--- src/rtl/core_mem_port.sv ---
// Per-core data-memory initiator: issues one load/store to the shared controller,
// stalls the core through the memAV handshake and returns read data or a timeout error.
module core_mem_port #(
  parameter int unsigned WIDTH   = 8,
  parameter int unsigned TIMEOUT = 15
) (
  input  logic             Clk,
  input  logic             rstN,
  input  logic             coreS,
  input  logic             ld_req,
  input  logic             st_req,
  input  logic [WIDTH-1:0] addr_in,
  input  logic [WIDTH-1:0] wdata_in,
  output logic             stall,
  output logic [WIDTH-1:0] rdata_out,
  output logic             rdata_valid,
  output logic             err,
  output logic             memREAD,
  output logic             memWE,
  output logic [WIDTH-1:0] AR,
  output logic [WIDTH-1:0] DR,
  input  logic             memAV,
  input  logic [WIDTH-1:0] MEM
);

  localparam int unsigned CNT_W = 8;

  localparam logic [1:0] S_IDLE  = 2'd0;
  localparam logic [1:0] S_ISSUE = 2'd1;
  localparam logic [1:0] S_ACK   = 2'd2;
  localparam logic [1:0] S_DONE  = 2'd3;

  logic [1:0]       state, state_nxt;
  logic [CNT_W-1:0] cnt, cnt_nxt;
  logic             rd_nxt, we_nxt, valid_nxt, err_nxt;
  logic [WIDTH-1:0] ar_nxt, dr_nxt, rdata_nxt;
  logic             timeout_hit;

  assign stall       = (state != S_IDLE);
  assign timeout_hit = (cnt == CNT_W'(TIMEOUT));

  // Next-state and next-output decode; completion is checked before timeout so it wins a tie.
  always_comb begin
    state_nxt = state;
    cnt_nxt   = cnt;
    rd_nxt    = memREAD;
    we_nxt    = memWE;
    ar_nxt    = AR;
    dr_nxt    = DR;
    rdata_nxt = rdata_out;
    valid_nxt = 1'b0;
    err_nxt   = 1'b0;

    if (coreS) begin
      state_nxt = S_IDLE;
      cnt_nxt   = '0;
      rd_nxt    = 1'b0;
      we_nxt    = 1'b0;
    end else begin
      case (state)
        S_IDLE: begin
          if (st_req) begin
            ar_nxt    = addr_in;
            dr_nxt    = wdata_in;
            we_nxt    = 1'b1;
            cnt_nxt   = '0;
            state_nxt = S_ISSUE;
          end else if (ld_req) begin
            ar_nxt    = addr_in;
            rd_nxt    = 1'b1;
            cnt_nxt   = '0;
            state_nxt = S_ISSUE;
          end
        end
        S_ISSUE: begin
          if (timeout_hit) begin
            rd_nxt    = 1'b0;
            we_nxt    = 1'b0;
            err_nxt   = 1'b1;
            state_nxt = S_DONE;
          end else begin
            cnt_nxt = cnt + CNT_W'(1);
            if (memAV) state_nxt = S_ACK;
          end
        end
        S_ACK: begin
          if (!memAV) begin
            if (memREAD) begin
              rdata_nxt = MEM;
              valid_nxt = 1'b1;
            end
            rd_nxt    = 1'b0;
            we_nxt    = 1'b0;
            state_nxt = S_DONE;
          end else if (timeout_hit) begin
            rd_nxt    = 1'b0;
            we_nxt    = 1'b0;
            err_nxt   = 1'b1;
            state_nxt = S_DONE;
          end else begin
            cnt_nxt = cnt + CNT_W'(1);
          end
        end
        S_DONE: begin
          // One dead cycle with requests low between transactions.
          state_nxt = S_IDLE;
        end
        default: begin
          state_nxt = S_IDLE;
          rd_nxt    = 1'b0;
          we_nxt    = 1'b0;
        end
      endcase
    end
  end

  // State and registered outputs.
  always_ff @(posedge Clk or negedge rstN) begin
    if (!rstN) begin
      state       <= S_IDLE;
      cnt         <= '0;
      memREAD     <= 1'b0;
      memWE       <= 1'b0;
      AR          <= '0;
      DR          <= '0;
      rdata_out   <= '0;
      rdata_valid <= 1'b0;
      err         <= 1'b0;
    end else begin
      state       <= state_nxt;
      cnt         <= cnt_nxt;
      memREAD     <= rd_nxt;
      memWE       <= we_nxt;
      AR          <= ar_nxt;
      DR          <= dr_nxt;
      rdata_out   <= rdata_nxt;
      rdata_valid <= valid_nxt;
      err         <= err_nxt;
    end
  end

endmodule
--- config.mk ---
export PLATFORM = sky130hd
export DESIGN_NAME = core_mem_port
export DESIGN_NICKNAME = d
export VERILOG_FILES = /design/src/rtl/core_mem_port.sv
export SDC_FILE = /design/constraint.sdc
export NUM_CORES = 1
export LEC_CHECK = 0
export ABC_AREA = 1
export CORE_MARGIN = 3
export CORE_UTILIZATION = 45
export CTS_CLUSTER_SIZE = 16
export DETAILED_ROUTE_END_ITERATION = 16
export PLACE_DENSITY = 0.74
export SLEW_MARGIN = 10
export SYNTH_ARGS = -nofsm -noshare
export SYNTH_HDL_FRONTEND = slang
export SYNTH_SLANG_ARGS = --single-unit
--- constraint.sdc ---
create_clock -name Clk -period 3.25 [get_ports Clk]
set_input_delay 0.325 -clock Clk [delete_from_list [all_inputs] [get_ports Clk]]
set_output_delay 0.325 -clock Clk [all_outputs]
set_load 0.03 [all_outputs]
==> flow_summary_export.csv, run 1 <==
group,metric,value,unit
outcome,status,"finished, final reports clean",
routing,drtAntennaViolNets,0,
clock_tree,root_buffer,"clkbuf_8",
final_layout,seq_area,950.9,um2
final_layout,final_net_count,320,
clock_tree,htree_levels,2,
routing,wl_per_cell,12.31,um
clock_tree,path_clk_slew,0.07,ns
clock_tree,clockBufferDepth,2,
sta,fin_skew,0.006269,ns
floorplanning,die_w,71.82,um
final_layout,antenna_cells,0,
job,cap_violations,0,
sta,whs,0.1410,ns
power,p_leak,1.294,nW
synth,synth_warnings,0,
global_route,grt_max_degree,39,
critical_path,worstPathCellList,"inv_1 > ha_1 > inv_1 > clkdlybuf4s50_1",
routing,drtIter0Drc,67,
clock_tree,cts_hold_buf,0,
floorplanning,num_rows,23,
floorplanning,die_h,71.82,um
synth,synth-seq-cells,38,
sta,fmax,460.4,MHz
final_layout,fillers,345,
synth,syn_area,0.001949,mm2
placed_design,dp.final_hpwl,3071,um
sta,hold_viol,0,
global_route,overflow,0,
synth,synth_fp_nets,257,
sta,finalSetupTns,0,ns
final_layout,syn_to_final_growth,37.68,%
final_layout,multiInputGateArea,895.9,um2
clock_tree,clkSinkCount,38,
routing,vias,1585,
critical_path,start_kind,"flip-flop",
synth,synth_seq_area_share,48.78,%
placed_design,io_buffers,58,
critical_path,cpMaxStageDelayCell,"clkdlybuf4s50_1",
clock_tree,cts_tree,"done",
critical_path,critPathMaxFanout,4,
global_route,grt_pass1_vias,1623,
clock_tree,numCtsBuffers,5,
power,fin_total_pwr,2.248,mW
synth,syn_avg_cell_area,8.781,um2
routing,firstDrtPassIters,4,
critical_path,required,2.92,ns
routing,drc,0,
sta,final-setup-viol-count,0,
synth,netlist.area_leader.share,48.78,%
sta,min_period,2.172,ns
final_layout,final_common_cell,"nand2_1",
clock_tree,clkLatencyLatePin,0.29,ns
synth,synth.distinct_cells,24,
critical_path,crit_arrival,1.85,ns
worst_hold_path,hp-class,"input pin to asynchronous set/reset pin",
critical_path,critPathTopFamily,"buffers and inverters",
final_layout,most-common-layout-cells,"nand2_1, clkdlybuf4s50_1, dfrtp_1",
floorplanning,dieArea,0.005157,mm2
global_route,grt_pass1_wl,7355,um
floorplanning,io_pins,59,
routing,wl,4124,um
critical_path,max_stage_delay,0.70,ns
synth,syn_inst,222,
global_route,grt_antenna_before_repair,0,
placed_design,place_congestion,0.8268,
final_layout,drive_gt1_share,13.68,%
synth,synth_area_leaders,"dfrtp_1, nand2_1, mux2_2, inv_1, nor2_1",
global_route,grt_usage,18.12,%
sta,tightestPinTransition,0.8558,ns
clock_tree,cts_resized,0,
critical_path,critPathMostFrequentCell,"inv_1",
critical_path,cp_num_buf_inv,3,
floorplanning,core-area,0.004086,mm2
floorplanning,start_util,47.70,%
clock_tree,postCtsSetupBuffers,0,
power,ir_worst_vdd,0.4418,mV
sta,slew_violations,0,
critical_path,path_class,"flip-flop to output pin",
sta,rsz0062_at_grt,"no",
power,p_per_area,837.6,mW/mm2
routing,vias_per_cell,4.731,
sta,relSlewSlack,42.95,%
synth,synth_area_leader_cell,"dfrtp_1",
critical_path,end_kind,"output pin",
sta,finalCritPeriodShare,66.83,%
## cell families after synthesis
| kind of cell | share of synthesized area (%) |
|---|---|
| AO/OA/AOI/OAI | 2.310 |
| adder cells (fa/ha/maj) | 3.209 |
| buffers and inverters | 5.263 |
| flip-flops | 48.78 |
| multiplexers | 9.242 |
| AND/OR/NAND/NOR | 31.19 |
## cell usage after synthesis
master,number
buf_6,1
nor2_4,2
ha_1,5
nor2_8,1
nand4_2,1
nand3_1,10
inv_2,1
clkinv_1,1
nand3b_1,1
mux2_2,16
nand4_4,1
nand2_1,84
nor4_1,1
nand3_2,3
nor2_2,1
o21ai_0,5
nor2_1,20
inv_1,21
o21ai_1,1
buf_2,1
o21bai_1,2
nand2_4,2
nand2_2,3
dfrtp_1,38
## routing by layer
metal  up-vias  global-route usage (%)  part of all wire, %  wire, um
li1        814                       -                    -         -
met1       718                   24.21                   46      1879
met2        49                   27.35                   45      1847
met3         4                   6.872                  8.7       359
met4         0                   5.637                 0.92        38
met5         -                       0                    0         0
## metrics by stage
stage	setup slack, ns	utilization (%)	std cells	area [um2]
2_1_floorplan	1.649	-	222	1949
3_3_place_gp	1.254	62.92	328	2571
3_5_place_dp	1.181	62.92	328	2571
4_1_cts	1.061	65.68	335	2684
5_1_grt	0.9771	65.68	335	2684
6_report	1.078	65.68	335	2684
## area by class of cell
type / instances / share of cell area [%]
clock buffers: 6 / 3.077
repair buffers: 58 / 21.45
clock inverters: 1 / 1.119
multi-input cells: 159 / 33.38
flip-flops and latches: 38 / 35.43
inverters: 23 / 3.217
well taps: 50 / 2.331
## path summary, 6_finish.rpt
path,startpoint,to,slack (ns),depth (start not counted)
worst min-delay path,rstN,state[1],0.14,1
worst max-delay path,state[0],stall,1.08,4
min in group Clk,rdata_out[2],rdata_out[2],0.48,2
worst max register to register,state[0],cnt[6],1.51,9
max in group asynchronous,rstN,cnt[6],2.57,1
worst min register to register,rdata_out[2],rdata_out[2],0.48,2
## power breakdown
part / leakage, nW / switching [mW] / total, mW / internal [mW]
sequential: 0.484 / 0.0978 / 0.734 / 0.636
combinational: 0.752 / 0.634 / 1.11 / 0.474
clock: 0.0573 / 0.161 / 0.406 / 0.246
## registers in the layout (all words and copies together) (netlist names)
name	count
rdata_valid	1
state	2
memREAD	1
rdata_out	8
err	1
memWE	1
AR	8
cnt	8
DR	8
Power figures use the tool's default switching activity.
==> run 2, diff against run 1 <==
clock period = 2 ns   (was 3.25 ns; I/O delays follow)
==> run 2 against run 1 <==
Effect of this change: critical path depth stayed put; register-to-register slack worse by 1.1 ns; non-clock buffer count is 5 higher; final cell count is 1.8% higher; first-iteration DRC count is 24% higher; sequential cell count stayed put; clock-buffer cell count is 1 lower; via count is 2.9% higher; final area is 1.5% higher; global-route usage is 0.63 points lower; die area stayed put; sequential share of layout area is 0.52 points lower; largest cell class unchanged; largest power group unchanged.
==> flow_summary_export.csv, run 2 (same netlist as run 1, synthesis figures left out) <==
group,metric,value,unit
outcome,status,"finished, final reports clean",
routing,firstDrtPassIters,4,
critical_path,r2r_end,"memREAD",
global_route,grt_pass1_wl,7196,um
critical_path,required,1.80,ns
floorplanning,die_w,71.82,um
clock_tree,path_clk_slew,0.08,ns
critical_path,critPathTopFamily,"buffers and inverters",
power,p_leak,1.313,nW
sta,hold_viol,0,
sta,finalSetupTns,0,ns
placed_design,dp_slack,0.2816,ns
critical_path,crit_arrival,1.55,ns
critical_path,critPathMostFrequentCell,"inv_1",
sta,relSlewSlack,75.22,%
critical_path,path_class,"flip-flop to output pin",
routing,vias,1631,
critical_path,max_stage_delay,0.42,ns
global_route,grt_max_degree,18,
clock_tree,clkSinkCount,38,
clock_tree,clkLatencyLatePin,0.28,ns
placed_design,place_congestion,0.7773,
clock_tree,postCtsSetupBuffers,0,
power,p_per_area,1346,mW/mm2
sta,min_period,1.754,ns
final_layout,fillers,356,
routing,drc,0,
sta,slew_violations,0,
floorplanning,num_rows,23,
floorplanning,dieArea,0.005157,mm2
critical_path,reg2reg_depth,8,
routing,wl_per_cell,12.18,um
critical_path,rrSetupSlack,0.38,ns
global_route,grt_antenna_before_repair,0,
worst_hold_path,hp-class,"input pin to asynchronous set/reset pin",
global_route,grt_usage,17.49,%
placed_design,io_buffers,58,
clock_tree,root_buffer,"clkbuf_8",
clock_tree,cts_tree,"done",
floorplanning,io_pins,59,
final_layout,most-common-layout-cells,"nand2_1, clkdlybuf4s50_1, dfrtp_1",
critical_path,cp_num_buf_inv,3,
final_layout,drive_gt1_share,15.12,%
job,cap_violations,0,
routing,vias_per_cell,4.783,
critical_path,end_kind,"output pin",
final_layout,syn_to_final_growth,39.73,%
critical_path,crit_start,"state[0]",
clock_tree,htree_levels,2,
final_layout,final_net_count,325,
sta,tightestPinTransition,0.3678,ns
sta,timing.final.ws_setup,0.2459,ns
sta,fin_skew,0.004262,ns
critical_path,critical_path_depth,4,
clock_tree,numCtsBuffers,5,
global_route,overflow,0,
floorplanning,start_util,47.70,%
critical_path,worstSetupEndpoint,"stall",
floorplanning,die_h,71.82,um
placed_design,dp.final_hpwl,3268,um
sta,finalCritPeriodShare,87.70,%
routing,drtAntennaViolNets,0,
critical_path,worstPathCellList,"inv_1 > ha_1 > inv_1 > dlygate4sd2_1",
critical_path,critPathMaxFanout,4,
power,ir_worst_vdd,0.9648,mV
critical_path,start_kind,"flip-flop",
floorplanning,core-area,0.004086,mm2
sta,whs,0.3262,ns
final_layout,antenna_cells,0,
sta,fmax,570.1,MHz
global_route,grt_pass1_vias,1660,
final_layout,multiInputGateArea,895.9,um2
clock_tree,clockBufferDepth,2,
critical_path,cpMaxStageDelayCell,"dlygate4sd2_1",
critical_path,reg2reg_from,"state[0]",
sta,rsz0062_at_grt,"no",
routing,drtIter0Drc,83,
sta,final-setup-viol-count,0,
final_layout,seq_area,950.9,um2
final_layout,final_common_cell,"nand2_1",
routing,wl,4154,um
-- run 2: changes by cell type in the layout (fill, tap and decap cells not counted) --
| cell | previous run | this run |
|---|---|---|
| clkbuf_8 | 6 | 5 |
| dlygate4sd2_1 | 0 | 1 |
| clkinvlp_4 | 0 | 2 |
| clkdlybuf4s50_1 | 57 | 56 |
| dlygate4sd3_1 | 0 | 1 |
| buf_4 | 0 | 4 |
-- run 2: layout make-up --
cell class / count / area share, %
Clock buffer: 5 / 2.526
Inverter: 23 / 3.170
Tap cell: 50 / 2.297
Sequential cell: 38 / 34.91
Clock inverter: 3 / 1.654
Timing Repair Buffer: 63 / 22.55
Multi-Input combinational cell: 159 / 32.89
-- run 2: metrics by stage --
| stage | area (um2) | util, % | instances | power [mW] |
|---|---|---|---|---|
| after global routing | 2724 | 66.66 | 341 | 3.883 |
| after CTS | 2724 | 66.66 | 341 | 3.718 |
| after detailed placement | 2601 | 63.66 | 332 | 3.054 |
| after global placement | 2601 | 63.66 | 332 | 3.028 |
| after floorplan | 1949 | - | 222 | 2.291 |
| final | 2724 | 66.66 | 341 | 3.666 |
-- run 2: worst min-delay path by stage --
stage / depth (start not counted) / start / slack (ns) / end
floorplan: 0 / rstN / -0.1 / AR[0]
CTS: 2 / rstN / 0.32 / DR[5]
global route: 2 / rstN / 0.34 / DR[5]
global placement: 1 / rstN / 0.11 / state[1]
detailed placement: 1 / rstN / 0.11 / state[0]
finish: 2 / rstN / 0.33 / state[1]
-- run 2: power breakdown --
part	internal (mW)	switching [mW]	total, mW
sequential	1.03	0.155	1.19
combinational	0.780	1.05	1.83
clock	0.371	0.281	0.652
total	2.18	1.48	3.67
-- run 2: routing by layer --
layer / up-vias / track usage, % / routed length (um) / share of wire, %
li1: 826 / - / - / -
met1: 749 / 21.46 / 1737 / 42
met4: 0 / 5.428 / 33 / 0.79
met3: 5 / 6.732 / 383 / 9.2
met2: 51 / 28.47 / 2000 / 48
met5: - / 0 / 0 / 0
-- run 2: what timing repair did --
item	4_1_cts	5_1_grt
endpoints found under the setup margin	1	0
hold endpoints to repair	11	0
hold buffers	1	0
resized for setup	1	0
